File: src/rtl/ac3_pkg.sv
// rtl/ac3_pkg.sv - shared types and width helper for the AC2/AC3 datapath
package ac3_pkg;

    typedef enum logic [1:0] {
        IDLE  = 2'd0,
        DRAIN = 2'd1,
        LAST  = 2'd2
    } state_t;

    // Accumulator width: index bits of M, both precisions, and headroom for MNO operands.
    function automatic int ac3_width(input int m, input int pa, input int pw, input int mno);
        return $clog2(m) + pa + pw + $clog2(mno);
    endfunction

endpackage

File: src/rtl/ac3_sat_add.sv
// rtl/ac3_sat_add.sv - combinational unsigned saturating adder
module ac3_sat_add #(
    parameter int W = 29
) (
    input  logic [W-1:0] a,
    input  logic [W-1:0] b,
    output logic [W-1:0] sum,
    output logic         overflow
);

    logic [W:0] full;

    always_comb begin
        full     = {1'b0, a} + {1'b0, b};
        overflow = full[W];
        sum      = full[W] ? {W{1'b1}} : full[W-1:0];
    end

endmodule

File: src/rtl/ac3_acc_bank.sv
// rtl/ac3_acc_bank.sv - NCH-channel load/accumulate bank with clear-on-read drain sequencer
module ac3_acc_bank
    import ac3_pkg::*;
#(
    parameter int M   = 16,
    parameter int Pa  = 8,
    parameter int Pw  = 8,
    parameter int MNO = 288,
    parameter int NCH = 4,
    localparam int W  = ac3_width(M, Pa, Pw, MNO),
    localparam int CW = $clog2(NCH)
) (
    input  logic          clk,
    input  logic          rst_n,
    input  logic          in_valid,
    output logic          in_ready,
    input  logic [W-1:0]  in_data,
    input  logic [CW-1:0] in_sel,
    input  logic          in_acc,
    input  logic          drain,
    output logic          busy,
    output logic          out_valid,
    input  logic          out_ready,
    output logic [W-1:0]  out_data,
    output logic [CW-1:0] out_ch,
    output logic          out_sat
);

    localparam logic [CW:0]   NCH_L    = (CW+1)'(NCH);
    localparam logic [CW-1:0] LAST_IDX = CW'(NCH - 1);

    logic [W-1:0]  acc     [NCH];
    logic [W-1:0]  acc_nxt [NCH];
    logic          sat     [NCH];
    logic          sat_nxt [NCH];
    state_t        state, state_nxt;
    logic [CW-1:0] rd_ptr, ptr_nxt, ptr_inc;
    logic [CW-1:0] sel_idx;
    logic          sel_ok, xfer, hs;
    logic [W-1:0]  add_sum;
    logic          add_ovf;

    assign sel_ok  = {1'b0, in_sel} < NCH_L;
    assign sel_idx = sel_ok ? in_sel : '0;
    assign xfer    = in_valid & in_ready;
    assign hs      = out_valid & out_ready;
    assign busy    = (state != IDLE);
    assign ptr_inc = rd_ptr + CW'(1);

    ac3_sat_add #(.W(W)) u_add (
        .a        (acc[sel_idx]),
        .b        (in_data),
        .sum      (add_sum),
        .overflow (add_ovf)
    );

    always_comb begin
        acc_nxt   = acc;
        sat_nxt   = sat;
        state_nxt = state;
        ptr_nxt   = rd_ptr;
        // Out-of-range selects are consumed but never written.
        if (xfer && sel_ok) begin
            if (in_acc) begin
                acc_nxt[sel_idx] = add_sum;
                if (add_ovf) sat_nxt[sel_idx] = 1'b1;
            end else begin
                acc_nxt[sel_idx] = in_data;
                sat_nxt[sel_idx] = 1'b0;
            end
        end
        case (state)
            IDLE: begin
                if (drain) begin
                    state_nxt = DRAIN;
                    ptr_nxt   = '0;
                end
            end
            DRAIN: begin
                if (hs) begin
                    acc_nxt[rd_ptr] = '0;
                    sat_nxt[rd_ptr] = 1'b0;
                    ptr_nxt         = ptr_inc;
                    if (ptr_inc == LAST_IDX) state_nxt = LAST;
                end
            end
            LAST: begin
                if (hs) begin
                    acc_nxt[rd_ptr] = '0;
                    sat_nxt[rd_ptr] = 1'b0;
                    ptr_nxt         = '0;
                    state_nxt       = IDLE;
                end
            end
            default: begin
                state_nxt = IDLE;
                ptr_nxt   = '0;
            end
        endcase
    end

    // Output registers load from next-state values so a same-cycle transfer shows in the drain.
    always_ff @(posedge clk or negedge rst_n) begin
        if (!rst_n) begin
            for (int i = 0; i < NCH; i++) begin
                acc[i] <= '0;
                sat[i] <= 1'b0;
            end
            state     <= IDLE;
            rd_ptr    <= '0;
            in_ready  <= 1'b1;
            out_valid <= 1'b0;
            out_data  <= '0;
            out_ch    <= '0;
            out_sat   <= 1'b0;
        end else begin
            acc       <= acc_nxt;
            sat       <= sat_nxt;
            state     <= state_nxt;
            rd_ptr    <= ptr_nxt;
            in_ready  <= (state_nxt == IDLE);
            out_valid <= (state_nxt != IDLE);
            out_data  <= (state_nxt != IDLE) ? acc_nxt[ptr_nxt] : '0;
            out_ch    <= (state_nxt != IDLE) ? ptr_nxt : '0;
            out_sat   <= (state_nxt != IDLE) ? sat_nxt[ptr_nxt] : 1'b0;
        end
    end

endmodule

File: config.mk
export PLATFORM = sky130hd
export DESIGN_NAME = ac3_acc_bank
export DESIGN_NICKNAME = d
export VERILOG_FILES = /design/src/rtl/ac3_pkg.sv /design/src/rtl/ac3_sat_add.sv /design/src/rtl/ac3_acc_bank.sv
export SDC_FILE = /design/constraint.sdc
export NUM_CORES = 1
export LEC_CHECK = 0
export CORE_MARGIN = 3
export CORE_UTILIZATION = 50
export DETAILED_ROUTE_END_ITERATION = 12
export MAX_ROUTING_LAYER = met4
export PLACE_DENSITY_LB_ADDON = 0.08
export SYNTH_ARGS = -nofsm -noshare
export SYNTH_HDL_FRONTEND = slang
export SYNTH_SLANG_ARGS = --single-unit
export TNS_END_PERCENT = 30
File: constraint.sdc
create_clock -name clk -period 3.6 [get_ports clk]
set_input_delay 0.72 -clock clk [delete_from_list [all_inputs] [get_ports clk]]
set_output_delay 0.72 -clock clk [all_outputs]
set_load 0.005 [all_outputs]
Word level (Yosys, flattened, before mapping)

Cells that the tools add are included.

Bits in registers: 158
Bits of input ports: 37
Output and inout port bits: 35
Logic and storage cells: 85

Add/sub/neg operators: 2
Magnitude comparators: 5
Eq/ne operators: 3
Mux-type cells: 41
Bitwise gates (word level): 12
Reductions and logical operators: 7

Operators by type and width:

| cell                | number |
|---|---|
| $mux 116            | 4 |
| $bwmux 116          | 2 |
| $mux 29             | 8 |
| $and 116x116->116   | 1 |
| $bmux 29 s2         | 2 |
| $demux 29 s2        | 2 |
| $not 116->116       | 1 |
| $add 29x29->30      | 1 |
| $mux 4              | 5 |
| $mux 2              | 8 |
| $pmux 2 s3          | 2 |
| $ge 3x3->1 const B  | 3 |
| $not 2->3           | 3 |
| $and 4x4->4         | 2 |
| $not 4->4           | 2 |
| $lt 3x1->1 const B  | 2 |
| $mux 1              | 5 |
| $demux 1 s2         | 2 |
| $eq 2x2->1 const B  | 2 |
| $logic_not 2->1     | 2 |
| $or 4x4->4          | 1 |
| $reduce_bool 2->1   | 2 |
| $add 2x1->2 const B | 1 |
| $and 1x1->1         | 2 |
| 4 further kinds     | 5 |

Logic depth before layout (Yosys ltp)

Word-level depth: 16
Depth in mapped cells: 17
Mapped depth without buffers: 14

Modules after synthesis

From an unflattened synthesis, not the netlist that was laid out.

Cells, all modules: 912
Area, all modules: 9,688.0 um^2

Modules (own cells, without submodules):

| module       | times used | cells an instance | area each (um^2) | seq. area each (um^2) |
|---|---|---|---|---|
| ac3_acc_bank | 1          | 658               | 7,952.6          | 3,955.0 |
| ac3_sat_add  | 1          | 254               | 1,735.4          | 0.0 |

Worst setup path after synthesis

OpenSTA, ideal clock, no wires.

Kind: input -> register
Start: in in_sel[0]
End: reg out_data[24]
Arrival time: 4.497 ns
Data required time: 3.481 ns
Path slack: -1.016 ns
Cell stages on the path: 16
Path buffers: 2
Path through: clkbuf_1 buf_1 mux4_2 ha_1 inv_1 fa_1 nand2b_1 a21o_1 a21oi_1 o21ai_1 a21oi_1 o31a_1 and2_0 a221o_1 mux4_2 and2_1

RTL lines:

| what                   | RTL line            | RTL |
|---|---|---|
| start: declaration     | ac3_acc_bank.sv:18  | `input logic [CW-1:0] in_sel,` |
| end signal: assignment | ac3_acc_bank.sv:123 | `out_data <= (state_nxt != IDLE) ? acc_nxt[ptr_nxt] : '0;` |
| end: declaration       | ac3_acc_bank.sv:24  | `output logic [W-1:0] out_data,` |

Worst setup path in the final report

Start: in in_sel[0]
End: reg out_data[18]

Cells in the longest elaborated chain, start to end: 16
Elaborated cells between the ends (all ways): 22
Those cells by class: 1 x add/sub; 2 x order compare; 16 x mux; 2 x bitwise; 1 x reduce/logical

RTL lines:

| what                                            | RTL line                                                   | RTL |
|---|---|---|
| $not 2->3 (implied by the code) (*)             | ac3_acc_bank.sv:51, ac3_acc_bank.sv:65, ac3_acc_bank.sv:68 |  |
| $bmux 29 s2                                     | ac3_acc_bank.sv:51                                         | `.a (acc[sel_idx]),` |
| $mux 29 (implied by the code) (2 in series)     | ac3_acc_bank.sv:51                                         |  |
| $add 29x29->30                                  | ac3_sat_add.sv:14                                          | `full = {1'b0, a} + {1'b0, b};` |
| $mux 29                                         | ac3_sat_add.sv:16                                          | `sum = full[W] ? {W{1'b1}} : full[W-1:0];` |
| $bwmux 116                                      | ac3_acc_bank.sv:65                                         | `acc_nxt[sel_idx] = add_sum;` |
| $mux 116 (*)                                    | ac3_acc_bank.sv:64                                         | `if (in_acc) begin` |
| $mux 116 (*)                                    | ac3_acc_bank.sv:63                                         | `if (xfer && sel_ok) begin` |
| $and 116x116->116 (no source line)              | -                                                          |  |
| $mux 116                                        | ac3_acc_bank.sv:80, ac3_acc_bank.sv:88                     |  |
| $mux 116 (*)                                    | -                                                          |  |
| $bmux 29 s2 (*)                                 | ac3_acc_bank.sv:123                                        |  |
| $mux 29 (implied by the code) (*) (2 in series) | ac3_acc_bank.sv:123                                        |  |
| $mux 29 (*)                                     | ac3_acc_bank.sv:123                                        |  |

Mark *: on every way between the ends. The rest lies on a longest branch, timed or not. The select of a mux whose other input is x is not followed.

==> flow_summary_export.csv <==
group,metric,value,unit
status,outcome,"finished with violations",
status,violations,"negative setup slack",
cts,clock-sinks,158,
final_layout,register_area,3960,µm²
sta,worstMarginPinSlew,0.671,ns
power,switchingPower,6160,µW
synthesis,synth_fp_nets,1255,
synthesis,yosysSeqAreaShare,38.1,%
setup_path,critPathSlowestCell,"mux4_2",
power,p_clk_share,13.1,%
synthesis,async_reset_ff_share,100,%
setup_path,arrival,4.03,ns
setup_path,r2r_start,"acc[0]",
sta,setup_tns,-1.24,ns
setup_path,reg2reg_depth,14,
final_layout,layout_commonest_cell,"buf_4",
power,combPwrFrac,65.5,%
floorplan,die_y,150,µm
final_layout,final_cell_mix,"264 x buf_4, 188 x nand2_1, 157 x dfrtp_1, 113 x nor2_1, 104 x a21oi_1",
final_layout,final_cells,1764,
grt,grt_pass1_vias,11100,
placement,dp_hpwl,29800,µm
setup_path,cp-startpoint,"in_sel[0]",
synthesis,syn_avg_cell_area,8.79,µm²
detailed_routing,viasPerCell,6.42,
detailed_routing,drt_first_pass_iters,5,
sta,fin_ws,-0.112,ns
final_layout,area_growth,45.9,%
final_layout,antenna_cells,0,
setup_path,worst-endpoint-required,3.92,ns
floorplan,num_rows,52,
sta,fin_crit,3.71,ns
synthesis,syn_area,10400,µm²
placement,dp_slack,-0.868,ns
detailed_routing,drt-initial-drc-count,1220,
power,p_per_area,924,nW/µm²
floorplan,dieArea,22500,µm²
setup_path,critPathMaxFanout,6,
final_layout,fill_cells,1492,
cts,path_clk_slew,0.07,ns
power,vdd_drop_max,0.438,mV
sta,drv_slew,0,
placement,place_area,13500,µm²
placement,gp_congestion,0.970,
setup_path,rrSetupSlack,0.08,ns
setup_path,cpPeakStageDelay,0.55,ns
sta,clock_skew,0.0110,ns
final_layout,fin_nets,1557,
placement,port_buffers,71,
detailed_routing,drc,0,
synthesis,synth_edf_count,0,
cts,cts_hold_buf,0,
cts,htreeDepth,4,
grt,antenna_found_initial,0,
sta,hold_violations,0,
cts,cts-root-buf,"clkbuf_16",
synthesis,yosys_most_used_dff,"dfrtp_1",
synthesis,netlist-cell-type-count,85,
floorplan,die_x,150,µm
cts,numCtsBuffers,17,
power,pwr-share-seq,21.4,%
final_layout,design_area,15100,µm²
sta,slew-limit-headroom,55.2,%
sta,fmax,269,MHz
power,leakage,0.00656,µW
synthesis,yosysWarnings,0,
final_layout,multiInputGateArea,7080,µm²
detailed_routing,wl_per_cell,24.4,µm
detailed_routing,num_vias,11300,
setup_path,critPathTopFamily,"compound AO/OA/AOI/OAI gates",
detailed_routing,drt-total-wl,43100,µm
grt,overflow,0,
floorplan,initial_core_util,51.1,%
setup_path,worstReg2RegEnd,"out_data[24]",
power,power.internal,7810,µW
setup_path,path_depth,16,
setup_path,critPathLaunchType,"input pin",
placement,post-place-cells,1707,
synthesis,ys_ff_latch,158,
sta,post-route-period-util,103,%
cts,worstSkewPairLatency,0.45,ns
sta,finalHoldWorstSlack,0.247,ns
setup_path,critPathMostFrequentCell,"buf_4",
min_path,hp-class,"input pin to asynchronous set/reset pin",
power,switching_share,44.1,%
floorplan,core_area,20300,µm²
setup_path,crit_path_end_kind,"flip-flop",
setup_path,path_cells,"buf_8 > buf_12 > buf_4 > mux4_2 > ha_4 > a21oi_4 > o211ai_1 > buf_4 > a31oi_4 > a2111o_1 > buf_4 > nand3_4 > o41ai_1 > o311ai_1 > a41oi_1 > nor4_2",
synthesis,syn_inst,1179,
sta,rsz0062_at_grt,"true",
cts,tritoncts,"done",
final_layout,layout-drive-gt1-share,36.5,%
flow_run,max-cap-violations,0,
sta,setup_viol,21,
grt,grt_pass1_wl,64300,µm
cts,cts_max_path_buffers,2,
grt,grt_max_degree,70,
setup_path,worstSetupPathType,"input pin to flip-flop",
grt,grtUsageTotal,39.3,%
setup_path,crit_path_end,"out_data[18]",
setup_path,critPathBufInv,5,
floorplan,io_pins,72,
detailed_routing,antenna_left,0,
## state kept, by name (all words and copies together) (netlist names)
name / flops
rd_ptr: 2
out_data: 29
sat: 4
out_valid: 1
state: 2
out_ch: 2
acc: 116
out_sat: 1
in_ready: 1
## power by group through the flow
stage          combinational [µW]  clock [µW]  sequential (µW)
2_1_floorplan                4470           0             2840
3_3_place_gp                 7870           0             2970
3_5_place_dp                 7940           0             3000
4_1_cts                      8350        1840             2970
5_1_grt                      9690        1900             3060
6_report                     9150        1830             3000
## what timing repair did
action / CTS / global route
resized for setup: 56 / 114
pin swaps: 30 / 45
cloned: 1 / 0
endpoints found under the setup margin: 130 / 96
setup buffers: 14 / 12
## per-stage QoR
step	util [%]	total power, µW
floorplan	-	7310
global placement	66.6	10800
detailed placement	66.6	10900
CTS	71.7	13200
global route	74.5	14700
finish	74.5	14000
## cell families after synthesis
logic type / count (synthesis) / share of synthesized area (%)
AO/OA/AOI/OAI: 360 / 23.4
AND/OR/NAND/NOR: 452 / 19.6
buffers and inverters: 100 / 4.02
flip-flops: 158 / 38.1
multiplexers: 46 / 8.06
XOR/XNOR: 24 / 2.03
adder cells (fa/ha/maj): 39 / 4.78
## synthesized netlist by cell type, types with 4 or more instances
cell      number  area, µm²
a211oi_1      13       97.6
a21o_1        10       75.1
a21oi_1      139        696
a21oi_2        7       61.3
a221o_1       17        170
a221oi_1      11       96.3
a22oi_1        4       30.0
a31oi_1       10       62.6
and2_1        24        150
and3_1         9       56.3
buf_1         13       48.8
buf_2          8       40.0
clkbuf_1      51        191
dfrtp_1      157       3930
ha_1          38        475
inv_1         20       75.1
mux2i_1       16        160
mux4_2        30        676
nand2_1      195        732
nand2b_1       9       56.3
nand3_1       27        135
nand4_1        7       43.8
nor2_1       120        450
nor2b_1        4       25.0
nor3_1        27        135
o211ai_1       9       67.6
o21ai_0       46        230
o221a_2        4       45.0
o221ai_1      12        105
o22a_1         6       52.6
o22ai_1       18        113
o31ai_1        4       30.0
o41ai_1        5       43.8
or3_1          6       37.5
xnor2_1       14        123
xor2_1        10       87.6
## worst min-delay path by stage
stage / cells after the start / slack, ns / endpoint
after floorplan: 0 / 0.42 / acc[0]
after global placement: 2 / 0.48 / acc[104]
after detailed placement: 2 / 0.49 / acc[104]
after CTS: 1 / 0.28 / acc[24]
after global routing: 1 / 0.30 / acc[24]
final: 1 / 0.25 / acc[24]
## worst reg2reg max path, stage by stage, from the launching register on
cell      delay [ns]
dfrtp_1         0.40
mux4_2          0.51
ha_4            0.21
inv_2           0.06
fa_2            0.20
nand2b_4        0.12
a21o_1          0.19
a21oi_2         0.08
o21ai_2         0.21
a21oi_4         0.12
o31a_1          0.27
and2_0          0.14
a221o_1         0.32
mux4_2          0.45
and2_4          0.15
## area by class of cell
type                    instances  share of cell area [%]
clock buffers                  19                    3.00
clock inverters                13                   0.819
inverters                      22                   0.546
multi-input cells             922                    46.8
flip-flops and latches        158                    26.2
well taps                     270                    2.23
repair buffers                360                    20.4
## per-layer routing
layer  share of wire (%)  up-vias  global-route usage, %
li1                    -     4939                      -
met1                  40     5518                   52.0
met2                  45      700                   58.8
met3                 9.9      162                   7.06
met4                 4.7        0                   18.4
met5                   0        -                      -
Note: power is estimated with default switching activity, not from simulation.
